$ cat config.mk
export PLATFORM = sky130hd
export DESIGN_NAME = scan_mux
export DESIGN_NICKNAME = d
export VERILOG_FILES = /design/src/rtl/scan_mux.sv
export SDC_FILE = /design/constraint.sdc
export NUM_CORES = 1
export LEC_CHECK = 0
export BUFFER_PORTS_ARGS = -buffer_cell sky130_fd_sc_hd__buf_2
export CAP_MARGIN = 15
export CORE_AREA = 2 2 39 41
export CTS_CLUSTER_DIAMETER = 150
export DETAILED_ROUTE_END_ITERATION = 12
export DIE_AREA = 0 0 41 43
export GPL_ROUTABILITY_DRIVEN = 0
export SLEW_MARGIN = 25
export SYNTH_ARGS = -nofsm -noshare
export SYNTH_HDL_FRONTEND = slang
export SYNTH_SLANG_ARGS = --single-unit
export TNS_END_PERCENT = 10
$ cat constraint.sdc
create_clock -name clk -period 3.8 [get_ports clk]
set_clock_uncertainty 0.05 [all_clocks]
set_input_delay 0.57 -clock clk [delete_from_list [all_inputs] [get_ports clk]]
set_output_delay 0.57 -clock clk [all_outputs]
set_load 0.1 [all_outputs]
$ cat src/rtl/scan_mux.sv
// Registered channel multiplexer with static select and round-robin scan modes.
// One output slot with valid/ready handshake; a capture happens when en is high and the slot is free.
module scan_mux #(
    parameter int WIDTH    = 1,
    parameter int CHANNELS = 4,
    localparam int SEL_W   = (CHANNELS > 1) ? $clog2(CHANNELS) : 1
) (
    input  logic                      clk,
    input  logic                      rst_n,
    input  logic [CHANNELS*WIDTH-1:0] in,
    input  logic [SEL_W-1:0]          sel,
    input  logic                      mode,
    input  logic                      en,
    input  logic                      out_ready,
    output logic [WIDTH-1:0]          out,
    output logic                      out_valid,
    output logic [SEL_W-1:0]          out_ch,
    output logic                      sel_err
);

    // Wrap at the last real channel; an out-of-range index also restarts at 0.
    function automatic logic [SEL_W-1:0] next_ch(input logic [SEL_W-1:0] v);
        if (v >= SEL_W'(CHANNELS - 1)) begin
            return '0;
        end
        return v + SEL_W'(1);
    endfunction

    logic [WIDTH-1:0] out_q, out_d;
    logic             out_valid_q, out_valid_d;
    logic [SEL_W-1:0] out_ch_q, out_ch_d;
    logic             sel_err_q, sel_err_d;
    logic [SEL_W-1:0] ptr_q, ptr_d;
    logic             mode_prev_q, mode_prev_d;

    logic             capture;
    logic             scan_entry;
    logic [SEL_W-1:0] idx;
    logic [WIDTH-1:0] data_sel;
    logic             in_range;

    always_comb begin
        capture    = en && (!out_valid_q || out_ready);
        scan_entry = mode && !mode_prev_q;
        // The first scan capture starts at sel, not at the stale pointer.
        idx        = (mode && !scan_entry) ? ptr_q : sel;

        data_sel = '0;
        in_range = 1'b0;
        for (int k = 0; k < CHANNELS; k++) begin
            if (idx == SEL_W'(k)) begin
                data_sel = in[k*WIDTH +: WIDTH];
                in_range = 1'b1;
            end
        end

        out_d       = out_q;
        out_valid_d = out_valid_q;
        out_ch_d    = out_ch_q;
        sel_err_d   = sel_err_q;
        ptr_d       = ptr_q;
        mode_prev_d = mode;

        if (capture) begin
            out_d       = in_range ? data_sel : '0;
            out_valid_d = 1'b1;
            out_ch_d    = idx;
            sel_err_d   = !in_range;
            if (mode) begin
                ptr_d = next_ch(idx);
            end
        end else begin
            if (out_valid_q && out_ready) begin
                out_valid_d = 1'b0;
            end
            if (scan_entry) begin
                ptr_d = sel;
            end
        end
    end

    always_ff @(posedge clk or negedge rst_n) begin
        if (!rst_n) begin
            out_q       <= '0;
            out_valid_q <= 1'b0;
            out_ch_q    <= '0;
            sel_err_q   <= 1'b0;
            ptr_q       <= '0;
            mode_prev_q <= 1'b0;
        end else begin
            out_q       <= out_d;
            out_valid_q <= out_valid_d;
            out_ch_q    <= out_ch_d;
            sel_err_q   <= sel_err_d;
            ptr_q       <= ptr_d;
            mode_prev_q <= mode_prev_d;
        end
    end

    assign out       = out_q;
    assign out_valid = out_valid_q;
    assign out_ch    = out_ch_q;
    assign sel_err   = sel_err_q;

endmodule
## Word-level counts from Yosys, hierarchy flattened

Cells that the tools add are included.

| operators by class | value |
|---|---|
| add/sub/neg operators | 1 |
| $mul | 0 |
| divide/modulo/power cells | 0 |
| order comparisons | 1 |
| eq/ne operators | 4 |
| shifts and indexed selects | 0 |
| muxes and demuxes | 20 |
| bitwise operators | 0 |
| reduce and logical (&&, ||, !) cells | 13 |

Operators by type and width:

| cell | count |
|---|---|
| 1-bit two-way mux | 14 |
| 2-bit two-way mux | 6 |
| 2-bit equality test, second input constant | 2 |
| 1-bit logical AND | 4 |
| 1-bit zero test | 4 |
| 2-bit nonzero test | 2 |
| 2-bit by 1-bit adder with 2-bit output, second input constant | 1 |
| 2-bit by 1-bit equality test with 1-bit output, second input constant | 1 |
| 2-bit greater-or-equal comparator, second input constant | 1 |
| 2-bit zero test | 1 |
| 2-bit inequality test, second input constant | 1 |
| 2-bit AND reduction | 1 |
| 1-bit logical OR | 1 |

| word-level totals | value |
|---|---|
| bits in registers | 8 |
| latch bits | 0 |
| memory bits (writable) | 0 |
| memory bits (read-only) | 0 |
| output and inout port bits | 5 |
| memories kept | 0 |

## Logic depth before layout (Yosys ltp)

Gate-level depths: netlist of the first run.

| depth | value |
|---|---|
| word-level depth | 12 |
| gate-level depth with buffers | 7 |
| depth with buffers taken out | 7 |

## Worst setup path before layout of the first run

No wires, ideal clock.

| timing path | value |
|---|---|
| path type | input port to flip-flop |
| start | input mode |
| end | register out_q, in the netlist out |
| setup time | 0.076 ns |
| arrival | 1.831 ns |
| path slack | 1.843 ns |
| stages on the path | 7 |
| path through | nand2_4 -> mux2i_1 -> inv_1 -> ha_1 -> and2b_2 -> or4_1 -> o21ai_1 |

| on the way | value |
|---|---|
| word-level cells in the longest chain between the ends | 10 |
| elaborated cells between the ends (all ways) | 17 |

Ends and longest elaborated chain:

| element | line | source |
|---|---|---|
| from (decl) | 12 | `input logic mode,` |
| 1-bit logical AND | 44 | `scan_entry = mode && !mode_prev_q;` |
| 1-bit zero test | 46 | `idx = (mode && !scan_entry) ? ptr_q : sel;` |
| 1-bit logical AND (*) | 46 |  |
| 2-bit two-way mux (*) | 46 |  |
| named net idx[1] | 38 | `logic [SEL_W-1:0] idx;` |
| 2-bit zero test | 51 | `if (idx == SEL_W'(k)) begin` |
| 1-bit two-way mux (4 in a row) | 51 |  |
| 1-bit two-way mux (*) | 65 | `out_d = in_range ? data_sel : '0;` |
| to (signal assigned) | 91 | `out_q <= out_d;` |
| to (decl) | 29 | `logic [WIDTH-1:0] out_q, out_d;` |

Mark *: on every way through the listed nets, which the timed path passes. The rest lies on a longest branch.
A chain may end at the register's enable or synchronous reset.

## Worst setup path in the final report of the first run

| timing path | value |
|---|---|
| start | register mode_prev_q |
| end | register out_q, in the netlist out |

| on the way | value |
|---|---|
| word-level cells in the longest chain between the ends | 11 |
| elaborated cells between the ends (all ways) | 18 |

Ends and longest elaborated chain:

| element | line | source |
|---|---|---|
| from (decl) | 34 | `logic mode_prev_q, mode_prev_d;` |
| from (signal assigned) | 96 | `mode_prev_q <= mode_prev_d;` |
| 1-bit zero test (*) | 44 |  |
| 1-bit logical AND (*) | 44 |  |
| 1-bit zero test (*) | 46 |  |
| 1-bit logical AND (*) | 46 |  |
| 2-bit two-way mux (*) | 46 |  |
| named net idx[1] | 38 |  |
| 2-bit zero test | 51 |  |
| 1-bit two-way mux (4 in a row) | 51 |  |
| 1-bit two-way mux (*) | 65 |  |

Marks and branches as above.

==> flow_summary.yaml, run 1 <==
run_status:
  status: "completed"
power:
  p_total_uw: 289
  power_density_nw_per_um2: 474
  leakage_uw: 0.000315
  ir_drop_mv: 0.171
logic_synthesis:
  synth_top_family_by_area: "compound AO/OA/AOI/OAI gates"
  async_flop_share: 1.00
  synth-xor-area-share: 0
  synth_adder_area_share: 0.0756
  ys_types: 25
  ys_seq_elements: 8
  synth_simple_gate_area_frac: 0.191
  syn-cell-area_sq_um: 497
  muxShareOfSynthArea: 0.0605
  synth_compound_area_frac: 0.224
  ys_seq_area_frac: 0.403
  synthCells: 52
  synth_nets: 66
  dominantRegCellSynth: "dfrtp_1"
  avgSynthCellArea_sq_um: 9.55
  synth_warnings: 0
  synth_edf_count: 0
placed_design:
  io_buffer_count: 15
  hpwlAfterDp_microns: 777
  dp_worst_setup_slack_ns: 1.56
  numPlacedInstances: 82
  place_area_sq_um: 588
floorplan:
  core_area_sq_um: 1380
  initial_core_util: 0.359
  dieArea_sq_um: 1760
  ioPinCount: 16
  die_h_microns: 43
  die_w_microns: 41
  rows: 14
hold_path:
  hold_class: "primary input to asynchronous set/reset pin"
global_route:
  grt_pass1_wl_microns: 1550
  grt_overflow: 0
  track_usage: 0.132
  grt_max_degree: 9
  grt_busiest_layer: "met1"
  antenna_found_initial: 0
  grtUsageMet2: 0.178
  met3_usage: 0.0471
  grt_pass1_vias: 383
  use_met1: 0.181
final_layout:
  final_cells: 85
  antennaDiodeCount: 0
  fin_nets: 85
  finish.instance_area_sq_um: 611
  layout_common_cells: "buf_2, dfrtp_1, nand2_1"
  syn2layout_area_growth_pct: 22.9
  final_layout_size_suffix_gt1_frac: 0.319
  layout_commonest_cell: "buf_2"
sta:
  slew-limit-headroom: 0.680
  finalSetupViolations: 0
  post-route-period-util: 0.528
  max_freq_mhz: 499
  finalHoldViolCount: 0
  period_minus_slack_ns: 2.01
  drv_slew: 0
  grt_setup_unrepaired: "no"
  worst_slack_ns: 1.79
  tns_ns: 0
  tightestPinTransition_ns: 0.483
worst_setup_path:
  cp-start-kind: "flop"
  critPathBufInv: 1
  cp.arrival_ns: 2.14
  path_delay_family: "simple AND/OR/NAND/NOR gates"
  critPathKind: "flop to flop"
  slowest_delay_ns: 0.46
  path_max_fanout: 6
  critPathCaptureType: "flop"
  cpMaxStageDelayCell: "dfrtp_1"
  crit_chain: "nand2_4 -> mux2i_1 -> inv_1 -> ha_1 -> and2b_2 -> or4_1 -> o21ai_1"
  critical_path_required_ns: 3.93
flow_run:
  cap_violations: 0
drt:
  drt_wl_total_microns: 955
  drtIter0Drc: 1
  drc: 0
  vias: 429
  vias_per_cell: 5.05
  wl_per_cell_microns: 11.2
  dr.pass1.iters: 2
  ant_nets: 0
clock_tree:
  tritoncts: "built"
  clk-insertion-delay-late_ns: 0.25
  cts_max_level: 1
  cts_root_buf: "clkbuf_4"
  cts_buffers: 3
  cts_setup_buffers: 0
  clock-sinks: 8
  postCtsHoldBufs: 0
  clock_path_buffers: 2
  cts-resized-gates: 0
  clkTransAtPathRegs_ns: 0.06
==> power by group <==
group	switching (uW)	internal [uW]
clock	28.5	36.1
combinational	89.9	27.8
sequential	9.27	97.8
==> sequential cells by signal (all words and copies together) (netlist names) <==
signal / flops
mode_prev_q: 1
out: 1
out_ch: 2
out_valid: 1
ptr_q: 2
sel_err: 1
==> logic make-up after synthesis <==
kind of cell | Yosys count
AOI/OAI and AO/OA | 16
adders and majority gates | 3
buffers and inverters | 6
DFF | 8
muxes | 3
and+or+nand+nor | 16
==> path summary, 6_finish.rpt <==
path | from | cells after the start | slack (ns) | endpoint
setup reg to reg | mode_prev_q | 7 | 1.79 | out
min in group clk | out_ch[1] | 2 | 0.42 | out_ch[1]
setup / recovery | mode_prev_q | 7 | 1.79 | out
hold reg to reg | out_ch[1] | 2 | 0.42 | out_ch[1]
max in group asynchronous | rst_n | 1 | 3.42 | sel_err
hold / removal | rst_n | 1 | 0.1 | out
==> through the flow <==
stage	util	hold WS, ns
floorplan	-	0.224
detailed placement	0.425	0.375
CTS	0.441	0.0987
global route	0.441	0.100
global placement	0.425	0.375
finish	0.441	0.0998
==> cells in the mapped netlist, drive strengths merged (2+ instances only) <==
cell	number	area (sq um)
mux2i	3	30.0
o21ai	5	25.0
o31ai	3	22.5
dfrtp	8	200
a22oi	2	15.0
nand2	8	37.5
nand2b	2	15.0
inv	5	18.8
ha	3	37.5
==> area by class of cell <==
| type | count | area, sq um |
|---|---|---|
| fillers | 153 | 773 |
| multi-input cells | 38 | 274 |
| flip-flops and latches | 8 | 200 |
| repair buffers | 15 | 75.1 |
| clock buffers | 3 | 22.5 |
| well taps | 16 | 20.0 |
| inverters | 5 | 18.8 |
==> routing by layer <==
metal	up-vias	part of all wire
met5	-	0
met4	0	0
met3	0	0.055
met2	9	0.44
met1	196	0.50
li1	224	-
No activity file was read; power rests on OpenSTA's default activity.
==> inputs of run 2 (changes only) <==
==> constraint.sdc (replaced) <==
create_clock -name clk -period 2 [get_ports clk]
set_clock_uncertainty 0.05 [all_clocks]
set_input_delay 0.3 -clock clk [delete_from_list [all_inputs] [get_ports clk]]
set_output_delay 0.3 -clock clk [all_outputs]
set_load 0.1 [all_outputs]
==> run 2 against run 1 <==
Worst setup slack got worse by 1.7 ns. Flip-flop and latch count unchanged. Largest cell class unchanged. Non-clock buffer count increased by 4. First-iteration DRC count increased to 10 times the previous value. Die area unchanged. Clock power increased by 90%. Global-route usage increased by 1.2 points. Sequential power increased by 90%. Critical path type unchanged. Count of clock-buffer cells in the layout unchanged. Maximum frequency increased by 6.7%.
==> flow_summary.yaml, run 2 (synthesis results as in run 1) <==
clock_tree:
  clkTransAtPathRegs_ns: 0.05
  clock-sinks: 8
  cts_buffers: 3
  clk-insertion-delay-late_ns: 0.25
  tritoncts: "built"
  cts_root_buf: "clkbuf_4"
  clock_path_buffers: 2
  cts_max_level: 1
  cts-resized-gates: 0
  postCtsHoldBufs: 1
  cts_setup_buffers: 0
global_route:
  grt_pass1_wl_microns: 1610
  track_usage: 0.143
  grt_max_degree: 9
  grt_overflow: 0
  antenna_found_initial: 0
  grt_pass1_vias: 425
sta:
  finalSetupViolations: 0
  tns_ns: 0
  tightestPinTransition_ns: 0.486
  finalHoldViolCount: 0
  post-route-period-util: 0.940
  slew-limit-headroom: 0.678
  grt_setup_unrepaired: "no"
  max_freq_mhz: 532
  drv_slew: 0
  period_minus_slack_ns: 1.88
floorplan:
  core_area_sq_um: 1380
  initial_core_util: 0.359
  die_w_microns: 41
  ioPinCount: 16
  dieArea_sq_um: 1760
  die_h_microns: 43
  rows: 14
final_layout:
  antennaDiodeCount: 0
  final_layout_size_suffix_gt1_frac: 0.342
  syn2layout_area_growth_pct: 29.5
  layout_common_cells: "buf_2, dfrtp_1, nand2_1"
  fin_nets: 89
  finish.instance_area_sq_um: 643
  layout_commonest_cell: "buf_2"
worst_setup_path:
  r2r-end: "out"
  startpoint: "mode_prev_q"
  rr_worst_depth: 7
  worst-r2r-setup-slack_ns: 0.12
  critPathCaptureType: "flop"
  cp-start-kind: "flop"
  rr_startpoint: "mode_prev_q"
  path_max_fanout: 4
  critical_path_required_ns: 2.13
  cp.arrival_ns: 2.01
  critPathKind: "flop to flop"
drt:
  vias_per_cell: 4.98
  ant_nets: 0
  drc: 0
  drtIter0Drc: 10
  dr.pass1.iters: 4
  vias: 443
  wl_per_cell_microns: 10.9
  drt_wl_total_microns: 974
power:
  ir_drop_mv: 0.302
  p_total_uw: 560
  leakage_uw: 0.000334
  power_density_nw_per_um2: 871
placed_design:
  io_buffer_count: 15
  place_area_sq_um: 611
  hpwlAfterDp_microns: 792
hold_path:
  min_path_cells: 1
  holdCritStartpoint: "mode"
  hold_path_end: "mode_prev_q"
  hold_class: "primary input to flop"
flow_run:
  cap_violations: 0
run_status:
  status: "completed"
==> run 2: cell types whose count changed in the layout (fill, tap and decap cells not counted) <==
cell	change
buf_4	+3
dlygate4sd3_1	+1
==> run 2: how the worst max path moves through the flow <==
stage	endpoint	slack, ns	cells past startpoint
2_1_floorplan	ptr_q[0]	0.09	5
3_5_place_dp	out	0.07	8
5_1_grt	out	0.04	7
6_report	out	0.12	7
4_1_cts	out	0.11	7
3_3_place_gp	out	0.08	8
==> run 2: critical path, stage by stage, from the launching register on <==
cell and delay (ns):
dfrtp_1 0.40, nand2_4 0.11, mux2i_1 0.24, inv_1 0.09
ha_1 0.21, and2b_2 0.19, or4_1 0.40, o21ai_1 0.13
==> run 2: cell type report <==
cell class,count,area (sq um)
flip-flops and latches,8,200
well taps,16,20.0
inverters,5,18.8
multi-input cells,38,274
fillers,145,741
repair buffers,19,108
clock buffers,3,22.5
==> run 2: power by group <==
group | leakage (uW) | internal, uW | switching (uW)
sequential | 0.0000946 | 186 | 16.9
clock | 0.0000138 | 68.7 | 54.8
combinational | 0.000226 | 60.4 | 173
==> run 2: stage by stage <==
step                worst slack (ns)  cells  utilization  hold WS, ns
floorplan                     0.0927     52            -      -0.0456
global placement              0.0833     85        0.441        0.104
detailed placement            0.0724     85        0.441        0.108
finish                         0.120     89        0.465        0.210
CTS                            0.106     89        0.465        0.196
global route                  0.0397     89        0.465        0.189
==> run 2: layer usage <==
layer | part of all wire | vias up | wire length (microns) | GRT usage
met5 | 0 | - | 0 | 0
met4 | 0 | 0 | 0 | 0.0800
met3 | 0.051 | 0 | 50 | 0.0785
met2 | 0.48 | 9 | 465 | 0.216
met1 | 0.47 | 202 | 459 | 0.151
li1 | - | 232 | - | -
